File: config.mk
export PLATFORM = sky130hd
export DESIGN_NAME = addr4u_redundant_sched
export DESIGN_NICKNAME = d
export VERILOG_FILES = /design/src/rtl/addr4u_redundant_sched.sv
export SDC_FILE = /design/constraint.sdc
export NUM_CORES = 1
export LEC_CHECK = 0
export CAP_MARGIN = 20
export CORE_ASPECT_RATIO = 1.4
export CORE_UTILIZATION = 45
export DETAILED_ROUTE_END_ITERATION = 8
export HOLD_SLACK_MARGIN = 0.1
export PLACE_DENSITY = 0.75
export SLEW_MARGIN = 20
export SYNTH_ARGS = -nofsm -noshare
export SYNTH_HDL_FRONTEND = slang
export SYNTH_SLANG_ARGS = --single-unit
export TNS_END_PERCENT = 50
File: constraint.sdc
create_clock -name clk -period 1.9 [get_ports clk]
set_input_delay 0.38 -clock clk [delete_from_list [all_inputs] [get_ports clk]]
set_output_delay 0.38 -clock clk [all_outputs]
set_load 0.05 [all_outputs]
File: src/rtl/addr4u_redundant_sched.sv
// Two-requester scheduler for a shared external 4-bit adder. Each operation is
// run twice with swapped operands and the two results are compared.
module addr4u_redundant_sched #(
    parameter int MAX_RETRY = 2
) (
    input  logic       clk,
    input  logic       rst,
    input  logic [1:0] req,
    input  logic [3:0] a0,
    input  logic [3:0] b0,
    input  logic [3:0] a1,
    input  logic [3:0] b1,
    output logic [1:0] gnt,
    output logic [3:0] add_a,
    output logic [3:0] add_b,
    input  logic [4:0] add_o,
    output logic       resp_valid,
    output logic       resp_id,
    output logic [4:0] resp_sum,
    output logic       resp_fault,
    output logic       busy
);

    typedef enum logic [1:0] {IDLE, PASS1, PASS2, CHECK} state_t;

    localparam logic [2:0] MAX_R = 3'(MAX_RETRY);

    state_t     state, state_nx;
    logic       ptr;
    logic       cur_id;
    logic [2:0] retry_cnt;
    logic [3:0] op_a, op_b;
    logic [4:0] r1, r2;

    logic       win_id;
    logic       grant_en;
    logic       resp_en;
    logic       fault_nx;
    logic       retry_inc;

    // Only a simultaneous request consults the last-served pointer.
    always_comb begin
        win_id = 1'b0;
        if (req == 2'b10)
            win_id = 1'b1;
        else if (req == 2'b11)
            win_id = ~ptr;
    end

    always_ff @(posedge clk) begin
        if (rst)
            state <= IDLE;
        else
            state <= state_nx;
    end

    always_comb begin
        state_nx  = state;
        add_a     = 4'd0;
        add_b     = 4'd0;
        grant_en  = 1'b0;
        resp_en   = 1'b0;
        fault_nx  = 1'b0;
        retry_inc = 1'b0;
        case (state)
            IDLE: begin
                if (|req) begin
                    grant_en = 1'b1;
                    state_nx = PASS1;
                end
            end
            PASS1: begin
                add_a    = op_a;
                add_b    = op_b;
                state_nx = PASS2;
            end
            PASS2: begin
                add_a    = op_b;
                add_b    = op_a;
                state_nx = CHECK;
            end
            CHECK: begin
                if (r1 == r2) begin
                    resp_en  = 1'b1;
                    state_nx = IDLE;
                end else if (retry_cnt < MAX_R) begin
                    retry_inc = 1'b1;
                    state_nx  = PASS1;
                end else begin
                    resp_en  = 1'b1;
                    fault_nx = 1'b1;
                    state_nx = IDLE;
                end
            end
            default: state_nx = IDLE;
        endcase
    end

    assign busy = (state != IDLE);

    // Control and response registers; strobes default low every cycle.
    always_ff @(posedge clk) begin
        if (rst) begin
            gnt        <= 2'b00;
            resp_valid <= 1'b0;
            resp_fault <= 1'b0;
            resp_id    <= 1'b0;
            resp_sum   <= 5'd0;
            retry_cnt  <= 3'd0;
            ptr        <= 1'b1;
            cur_id     <= 1'b0;
        end else begin
            gnt        <= 2'b00;
            resp_valid <= 1'b0;
            if (grant_en) begin
                gnt       <= win_id ? 2'b10 : 2'b01;
                ptr       <= win_id;
                cur_id    <= win_id;
                retry_cnt <= 3'd0;
            end
            if (retry_inc)
                retry_cnt <= retry_cnt + 3'd1;
            if (resp_en) begin
                resp_valid <= 1'b1;
                resp_sum   <= r1;
                resp_id    <= cur_id;
                resp_fault <= fault_nx;
            end
        end
    end

    // Operand and pass-result registers carry no reset; they are always
    // written before being used.
    always_ff @(posedge clk) begin
        if (grant_en) begin
            op_a <= win_id ? a1 : a0;
            op_b <= win_id ? b1 : b0;
        end
        if (state == PASS1)
            r1 <= add_o;
        if (state == PASS2)
            r2 <= add_o;
    end

endmodule

==> results of run 1 <==
[power by group]
part	total, W	switching [W]	internal (W)	leakage (nW)
sequential	0.00113	0.000123	0.00101	0.309
clock	0.000557	0.000265	0.000292	0.0482
combinational	0.00178	0.000921	0.000860	0.547
total	0.00347	0.00131	0.00216	0.904
[logic make-up (layout without fill, tap and decap cells)]
family | count (synthesis) | count (layout) | synth area share, %
flip-flops | 35 | 35 | 54.0
multiplexers | 16 | 16 | 10.5
AO/OA/AOI/OAI | 23 | 23 | 11.4
AND/OR/NAND/NOR | 43 | 43 | 15.6
buffers and inverters | 13 | 67 | 3.45
XOR/XNOR | 1 | 1 | 0.537
adder cells (fa/ha/maj) | 6 | 6 | 4.60
[synth_stat cells]
| library cell | instances |
|---|---|
| sky130_fd_sc_hd__edfxtp_1 | 18 |
| sky130_fd_sc_hd__dfxtp_1 | 17 |
| sky130_fd_sc_hd__nand2b_1 | 17 |
| sky130_fd_sc_hd__nor2b_1 | 11 |
| sky130_fd_sc_hd__a22oi_1 | 9 |
| sky130_fd_sc_hd__mux2_2 | 9 |
| sky130_fd_sc_hd__inv_1 | 7 |
| sky130_fd_sc_hd__mux2i_1 | 7 |
| sky130_fd_sc_hd__ha_1 | 6 |
| sky130_fd_sc_hd__clkbuf_1 | 5 |
| sky130_fd_sc_hd__nor2_1 | 5 |
| sky130_fd_sc_hd__nor3_1 | 4 |
| sky130_fd_sc_hd__o21ai_0 | 4 |
| sky130_fd_sc_hd__nand3b_1 | 2 |
| sky130_fd_sc_hd__nor3b_1 | 2 |
| sky130_fd_sc_hd__a2111o_1 | 1 |
| sky130_fd_sc_hd__a211oi_1 | 1 |
| sky130_fd_sc_hd__a21boi_0 | 1 |
| sky130_fd_sc_hd__a21oi_1 | 1 |
| sky130_fd_sc_hd__a221oi_1 | 1 |
| sky130_fd_sc_hd__a31oi_1 | 1 |
| sky130_fd_sc_hd__buf_6 | 1 |
| sky130_fd_sc_hd__nand2_1 | 1 |
| sky130_fd_sc_hd__o2111ai_1 | 1 |
| sky130_fd_sc_hd__o21bai_1 | 1 |
| sky130_fd_sc_hd__o311ai_4 | 1 |
| sky130_fd_sc_hd__o31a_1 | 1 |
| sky130_fd_sc_hd__or2_2 | 1 |
| sky130_fd_sc_hd__xnor2_1 | 1 |
[cell type report]
class / count / share of cell area (%)
inverters: 7 / 1.08
flip-flops and latches: 35 / 36.4
clock inverters: 1 / 0.206
multi-input cells: 89 / 32.4
well taps: 40 / 2.06
clock buffers: 7 / 3.56
repair buffers: 52 / 24.2
[flip-flops by register name (all words and copies together) (netlist names)]
| name | count |
|---|---|
| cur_id | 1 |
| gnt | 2 |
| op_a | 4 |
| op_b | 4 |
| ptr | 1 |
| r1 | 5 |
| r2 | 5 |
| resp_fault | 1 |
| resp_id | 1 |
| resp_sum | 5 |
| resp_valid | 1 |
| retry_cnt | 3 |
| state | 2 |
[worst min-delay path by stage]
stage	cells past startpoint	startpoint	end
2_1_floorplan	2	cur_id	resp_id
3_3_place_gp	2	resp_fault	resp_fault
3_5_place_dp	2	resp_fault	resp_fault
4_1_cts	2	resp_fault	resp_fault
5_1_grt	2	resp_fault	resp_fault
6_report	2	resp_fault	resp_fault
[worst reg2reg max path, stage by stage (launching register included)]
cell                       delay [ps]
sky130_fd_sc_hd__edfxtp_1         370
sky130_fd_sc_hd__nor2b_1          140
sky130_fd_sc_hd__a2111o_1         460
sky130_fd_sc_hd__o311ai_4         320
sky130_fd_sc_hd__mux2_2           360
[per-layer routing]
layer  vias to the layer above  GRT usage, %  share of wire (%)
li1                        592             -                  -
met2                        45          36.1                 55
met5                         -             0                  0
met4                         0          9.65                2.1
met3                         4          6.46                5.5
met1                       562          20.7                 38
[metrics by stage]
stage / power, W / utilization [%] / hold WS (ps) / area (um^2)
finish: 0.00347 / 71.2 / 462 / 2430
global route: 0.00363 / 71.2 / 497 / 2430
CTS: 0.00348 / 71.0 / 467 / 2420
detailed placement: 0.00276 / 66.5 / 456 / 2270
global placement: 0.00271 / 66.5 / 442 / 2270
floorplan: 0.00207 / - / 449 / 1660
==> impl_metrics.xml, run 1 <==
<?xml version="1.0" encoding="UTF-8"?>
<metrics>
  <group name="floorplanning">
    <metric name="initial_utilization" unit="%">47.9</metric>
    <metric name="dieArea" unit="um^2">3870</metric>
    <metric name="floorplan.core_area" unit="um^2">3410</metric>
    <metric name="die_width" unit="um">52.9</metric>
    <metric name="placementRows" unit="">25</metric>
    <metric name="ioPinCount" unit="">44</metric>
    <metric name="fp.dieH" unit="um">73.2</metric>
  </group>
  <group name="logic_synthesis">
    <metric name="ys_warns" unit="">0</metric>
    <metric name="synthesis.area_per_instance" unit="um^2">11.9</metric>
    <metric name="synth-seq-cells" unit="">35</metric>
    <metric name="synth.net_count" unit="">168</metric>
    <metric name="post-synth-top-area-cell" unit="">sky130_fd_sc_hd__edfxtp_1</metric>
    <metric name="synth_top_cells_by_area" unit="">sky130_fd_sc_hd__edfxtp_1 (33%), sky130_fd_sc_hd__dfxtp_1 (21%), sky130_fd_sc_hd__nand2b_1 (6.5%)</metric>
    <metric name="synth_top_area_share" unit="%">33.1</metric>
    <metric name="mappedNetlistArea" unit="um^2">1630</metric>
    <metric name="yosys.cell_types.count" unit="">29</metric>
    <metric name="postSynthCellCount" unit="">137</metric>
    <metric name="synth-seq-area-share" unit="%">54.0</metric>
  </group>
  <group name="clock_network">
    <metric name="tritoncts_num_sinks" unit="">35</metric>
    <metric name="postCtsResizedCells" unit="">15</metric>
    <metric name="cts_inserted_buffers" unit="">5</metric>
    <metric name="cts.reportedPaths.clkPinSlew" unit="ps">70</metric>
    <metric name="hold_buffers" unit="">0</metric>
    <metric name="cts-htree-levels" unit="">2</metric>
    <metric name="clock-root-buffer" unit="">sky130_fd_sc_hd__clkbuf_8</metric>
    <metric name="clkLatencyLatePin" unit="ps">290</metric>
    <metric name="clk_path_buf_depth" unit="">2</metric>
    <metric name="cts_setup_buffers" unit="">0</metric>
    <metric name="tritoncts_clock_tree" unit="">yes</metric>
  </group>
  <group name="routing">
    <metric name="route.detailed.drc" unit="">0</metric>
    <metric name="routed_wire_length_per_instance" unit="um">14.7</metric>
    <metric name="vias" unit="">1203</metric>
    <metric name="drt.antenna.violating_nets" unit="">0</metric>
    <metric name="drt_wl_total" unit="um">3410</metric>
    <metric name="avgViaCountPerCell" unit="">5.21</metric>
    <metric name="initialDrtViolationCount" unit="">26</metric>
    <metric name="drtPass1Iterations" unit="">4</metric>
  </group>
  <group name="finish">
    <metric name="finalNonFillerCells" unit="">231</metric>
    <metric name="proportion_of_layout_cells_with_a_drive_suffix_above_1" unit="%">28.8</metric>
    <metric name="layout.filler_cells" unit="">238</metric>
    <metric name="nets" unit="">221</metric>
    <metric name="mostFrequentLayoutCells" unit="">sky130_fd_sc_hd__clkdlybuf4s50_1 (34), sky130_fd_sc_hd__edfxtp_1 (18), sky130_fd_sc_hd__nand2b_1 (17), sky130_fd_sc_hd__dfxtp_1 (15)</metric>
    <metric name="seqCellArea" unit="um^2">883</metric>
    <metric name="final_common_cell" unit="">sky130_fd_sc_hd__clkdlybuf4s50_1</metric>
    <metric name="layout-area-overhead-vs-synth" unit="%">48.7</metric>
    <metric name="diodes" unit="">0</metric>
    <metric name="multi_input_comb_area" unit="um^2">787</metric>
  </group>
  <group name="job">
    <metric name="max-cap-violations" unit="">0</metric>
  </group>
  <group name="setup_path">
    <metric name="cp_data_required_time" unit="ps">1520</metric>
    <metric name="cp_num_cells" unit="">4</metric>
    <metric name="rr_startpoint" unit="">r2[0]</metric>
    <metric name="crit_start" unit="">state[1]</metric>
    <metric name="crit_path_max_incr_delay" unit="ps">390</metric>
    <metric name="worst-path-buf-inv" unit="">2</metric>
    <metric name="path_class" unit="">reg2out</metric>
    <metric name="worstPathCellList" unit="">inv_2, ha_4, nor2b_2, buf_12</metric>
    <metric name="worstSetupEndpointType" unit="">output port</metric>
    <metric name="path_delay_family" unit="">flip-flops</metric>
    <metric name="timing.rr.end" unit="">retry_cnt[0]</metric>
    <metric name="setup.worst_path.end" unit="">add_b[2]</metric>
    <metric name="reg2reg_setup_slack" unit="ps">130</metric>
    <metric name="worst_ep_arrival_time" unit="ps">1460</metric>
    <metric name="slowest_stage_cell_crit_path" unit="">sky130_fd_sc_hd__dfxtp_2</metric>
    <metric name="r2r.worst_path.cells" unit="">4</metric>
    <metric name="critPathMaxFanout" unit="">9</metric>
    <metric name="critPathLaunchType" unit="">register</metric>
  </group>
  <group name="power_and_ir_drop">
    <metric name="leakagePower" unit="nW">0.904</metric>
    <metric name="irDropWorstVdd" unit="uV">1040</metric>
    <metric name="powerDensity" unit="nW/um^2">1430</metric>
  </group>
  <group name="min_path">
    <metric name="min-delay-path-class" unit="">reg2reg</metric>
  </group>
  <group name="sta">
    <metric name="final.period_utilization" unit="%">96.6</metric>
    <metric name="fmax" unit="MHz">545</metric>
    <metric name="slew_headroom" unit="%">65.9</metric>
    <metric name="finalWorstPathRequiredPeriod" unit="ps">1840</metric>
    <metric name="fin_setup_tns" unit="ps">0</metric>
    <metric name="setup-violations-final" unit="">0</metric>
    <metric name="final.setup_skew" unit="ps">4.57</metric>
    <metric name="fin_ws" unit="ps">64.4</metric>
    <metric name="timing.final.max_slew_violations" unit="">0</metric>
    <metric name="finalHoldViolCount" unit="">0</metric>
    <metric name="worst-slew-pin-transition" unit="ps">509</metric>
  </group>
  <group name="status">
    <metric name="status" unit="">completed</metric>
  </group>
  <group name="global_route">
    <metric name="grt_start_max_net_pins" unit="">16</metric>
    <metric name="overflow" unit="">0</metric>
    <metric name="antenna_found_initial" unit="">0</metric>
    <metric name="global_route_wire_length_before_repair" unit="um">5440</metric>
    <metric name="vias_in_the_first_global_route" unit="">1208</metric>
    <metric name="track_usage" unit="%">20.3</metric>
  </group>
  <group name="place">
    <metric name="post-place-ws" unit="ps">39.5</metric>
    <metric name="post-dp-hpwl" unit="um">2590</metric>
    <metric name="routabilityCongestion" unit="">0.694</metric>
    <metric name="placedCellCount" unit="">223</metric>
    <metric name="port_buffers" unit="">43</metric>
  </group>
</metrics>
Note: power is estimated with default switching activity, not from simulation.
==> run 2: changes to the inputs <==
--- a/config.mk
+++ b/config.mk
@@ -9,6 +9,7 @@
 export CORE_ASPECT_RATIO = 1.4
 export CORE_UTILIZATION = 45
 export DETAILED_ROUTE_END_ITERATION = 8
+export GPL_TIMING_DRIVEN = 0
 export HOLD_SLACK_MARGIN = 0.1
 export PLACE_DENSITY = 0.75
 export SLEW_MARGIN = 20
==> run 2 against run 1 <==
Sequential power about the same. Die area is the same. Clock power shrank 1%. Largest cell class unchanged. Combinational power decreased by 12%. Via count grew 0.50%. Worst setup slack worse by 26 ps. Critical path depth is 2 higher. Sequential share of layout area increased by 1.4 points. Power decreased by 5.5%. Register-to-register slack got worse by 30 ps. Core utilization is 2.3 points lower. First-iteration DRC count fell by 31%.
==> impl_metrics.xml, run 2 (synthesis gave the netlist of run 1 again) <==
<?xml version="1.0" encoding="UTF-8"?>
<metrics>
  <group name="global_route">
    <metric name="vias_in_the_first_global_route" unit="">1268</metric>
    <metric name="antenna_found_initial" unit="">0</metric>
    <metric name="global_route_wire_length_before_repair" unit="um">5600</metric>
    <metric name="overflow" unit="">0</metric>
    <metric name="grt_start_max_net_pins" unit="">12</metric>
    <metric name="track_usage" unit="%">20.8</metric>
  </group>
  <group name="finish">
    <metric name="diodes" unit="">0</metric>
    <metric name="multi_input_comb_area" unit="um^2">805</metric>
    <metric name="utilization" unit="%">68.9</metric>
    <metric name="layout.filler_cells" unit="">249</metric>
    <metric name="nets" unit="">219</metric>
    <metric name="layout-area-overhead-vs-synth" unit="%">43.9</metric>
    <metric name="proportion_of_layout_cells_with_a_drive_suffix_above_1" unit="%">28.6</metric>
    <metric name="final_common_cell" unit="">sky130_fd_sc_hd__clkdlybuf4s50_1</metric>
    <metric name="largest_registers" unit="">r1 x5, r2 x5, resp_sum x5</metric>
    <metric name="finalNonFillerCells" unit="">229</metric>
    <metric name="mostFrequentLayoutCells" unit="">sky130_fd_sc_hd__clkdlybuf4s50_1 (34), sky130_fd_sc_hd__edfxtp_1 (18), sky130_fd_sc_hd__nand2b_1 (17), sky130_fd_sc_hd__dfxtp_1 (15), sky130_fd_sc_hd__mux2_2 (9)</metric>
    <metric name="seqCellArea" unit="um^2">888</metric>
  </group>
  <group name="floorplanning">
    <metric name="die_width" unit="um">52.9</metric>
    <metric name="fp.dieH" unit="um">73.2</metric>
    <metric name="dieArea" unit="um^2">3870</metric>
    <metric name="placementRows" unit="">25</metric>
    <metric name="ioPinCount" unit="">44</metric>
    <metric name="initial_utilization" unit="%">47.9</metric>
    <metric name="floorplan.core_area" unit="um^2">3410</metric>
  </group>
  <group name="routing">
    <metric name="drt_wl_total" unit="um">3470</metric>
    <metric name="routed_wire_length_per_instance" unit="um">15.1</metric>
    <metric name="avgViaCountPerCell" unit="">5.28</metric>
    <metric name="initialDrtViolationCount" unit="">18</metric>
    <metric name="met2_wirelength" unit="um">2030</metric>
    <metric name="drt-met1-wl" unit="um">1150</metric>
    <metric name="wl_met3" unit="um">201</metric>
    <metric name="route.top_layer_used" unit="">met4</metric>
    <metric name="drtPass1Iterations" unit="">4</metric>
    <metric name="drt.antenna.violating_nets" unit="">0</metric>
    <metric name="route.detailed.drc" unit="">0</metric>
    <metric name="vias" unit="">1209</metric>
  </group>
  <group name="power_and_ir_drop">
    <metric name="powerDensity" unit="nW/um^2">1400</metric>
    <metric name="total_power" unit="W">0.00328</metric>
    <metric name="power_switching_share" unit="%">39.2</metric>
    <metric name="power.share.combinational" unit="%">47.8</metric>
    <metric name="switching_power" unit="W">0.00128</metric>
    <metric name="irDropWorstVdd" unit="uV">963</metric>
    <metric name="leakagePower" unit="nW">0.869</metric>
    <metric name="power_frac_clock" unit="%">16.8</metric>
    <metric name="p_int" unit="W">0.00199</metric>
    <metric name="power.sequential.fraction" unit="%">35.4</metric>
  </group>
  <group name="setup_path">
    <metric name="critPathLaunchType" unit="">register</metric>
    <metric name="path_class" unit="">reg2out</metric>
    <metric name="cp_data_required_time" unit="ps">1520</metric>
    <metric name="worst_ep_arrival_time" unit="ps">1480</metric>
    <metric name="worstSetupEndpointType" unit="">output port</metric>
    <metric name="critPathMaxFanout" unit="">8</metric>
  </group>
  <group name="clock_network">
    <metric name="clock-root-buffer" unit="">sky130_fd_sc_hd__clkbuf_8</metric>
    <metric name="cts.reportedPaths.clkPinSlew" unit="ps">70</metric>
    <metric name="cts_inserted_buffers" unit="">5</metric>
    <metric name="clkLatencyLatePin" unit="ps">290</metric>
    <metric name="tritoncts_clock_tree" unit="">yes</metric>
    <metric name="cts-htree-levels" unit="">2</metric>
    <metric name="tritoncts_num_sinks" unit="">35</metric>
    <metric name="hold_buffers" unit="">0</metric>
    <metric name="clk_path_buf_depth" unit="">2</metric>
  </group>
  <group name="job">
    <metric name="max-cap-violations" unit="">0</metric>
  </group>
  <group name="sta">
    <metric name="unrepaired_setup_endpoints_after_global_routing" unit="">true</metric>
    <metric name="finalHoldViolCount" unit="">0</metric>
    <metric name="slew_headroom" unit="%">66.8</metric>
    <metric name="setup-violations-final" unit="">0</metric>
    <metric name="finalWorstPathRequiredPeriod" unit="ps">1860</metric>
    <metric name="timing.final.max_slew_violations" unit="">0</metric>
    <metric name="final.period_utilization" unit="%">98.0</metric>
    <metric name="final.setup_skew" unit="ps">6.07</metric>
    <metric name="fmax" unit="MHz">537</metric>
    <metric name="fin_setup_tns" unit="ps">0</metric>
    <metric name="fin_ws" unit="ps">38.1</metric>
    <metric name="worst-slew-pin-transition" unit="ps">496</metric>
  </group>
  <group name="place">
    <metric name="post-dp-hpwl" unit="um">2630</metric>
    <metric name="port_buffers" unit="">43</metric>
    <metric name="routabilityCongestion" unit="">0.751</metric>
    <metric name="post-place-ws" unit="ps">-740</metric>
    <metric name="placedCellCount" unit="">220</metric>
  </group>
  <group name="min_path">
    <metric name="min-delay-path-class" unit="">reg2reg</metric>
  </group>
  <group name="status">
    <metric name="status" unit="">completed</metric>
  </group>
</metrics>
-- run 2: power by group through the flow --
stage	sequential (W)	clock, W	combinational (W)
global placement	0.00111	0	0.00130
floorplan	0.00112	0	0.000951
CTS	0.00114	0.000561	0.00149
finish	0.00116	0.000551	0.00157
detailed placement	0.00112	0	0.00135
global route	0.00118	0.000598	0.00167
-- run 2: worst paths after layout --
check	from	end	slack, ps	depth (start not counted)
worst max-delay path	state[1]	add_a[2]	40	6
worst min-delay path	resp_fault	resp_fault	480	2
worst max register to register	r2[0]	retry_cnt[0]	100	4
worst min register to register	resp_fault	resp_fault	480	2
-- run 2: stage by stage --
| stage | area, um^2 | hold WS, ps |
|---|---|---|
| 2_1_floorplan | 1660 | 449 |
| 3_3_place_gp | 2140 | 448 |
| 3_5_place_dp | 2140 | 478 |
| 4_1_cts | 2320 | 490 |
| 5_1_grt | 2350 | 508 |
| 6_report | 2350 | 484 |
-- run 2: worst max-delay path: stages (launching register included) --
cell and delay, ps:
sky130_fd_sc_hd__dfxtp_4 390, sky130_fd_sc_hd__inv_4 60, sky130_fd_sc_hd__ha_4 160, sky130_fd_sc_hd__clkbuf_8 160, sky130_fd_sc_hd__a22oi_2 210, sky130_fd_sc_hd__nor2b_4 60
sky130_fd_sc_hd__buf_6 150
-- run 2: final cells by class --
class / instances / area share [%]
clock buffer: 7 / 3.68
clock inverter: 1 / 0.213
inverter: 7 / 1.33
buffer: 5 / 1.60
multi-input combinational: 89 / 34.3
tap: 40 / 2.13
sequential: 35 / 37.8
timing repair buffer: 45 / 19.0
-- run 2: layer usage --
layer  vias to the layer above  GRT usage, %
met2                        56          39.5
met3                         8          6.46
li1                        589             -
met4                         0          10.8
met1                       556          18.7
met5                         -             0
-- run 2: timing repair --
action | in CTS | in global routing
setup buffers | 2 | 0
setup endpoints to repair | 17 | 8
resized for setup | 79 | 9
endpoints found under the hold margin | 0 | 0
pin swaps | 4 | 2
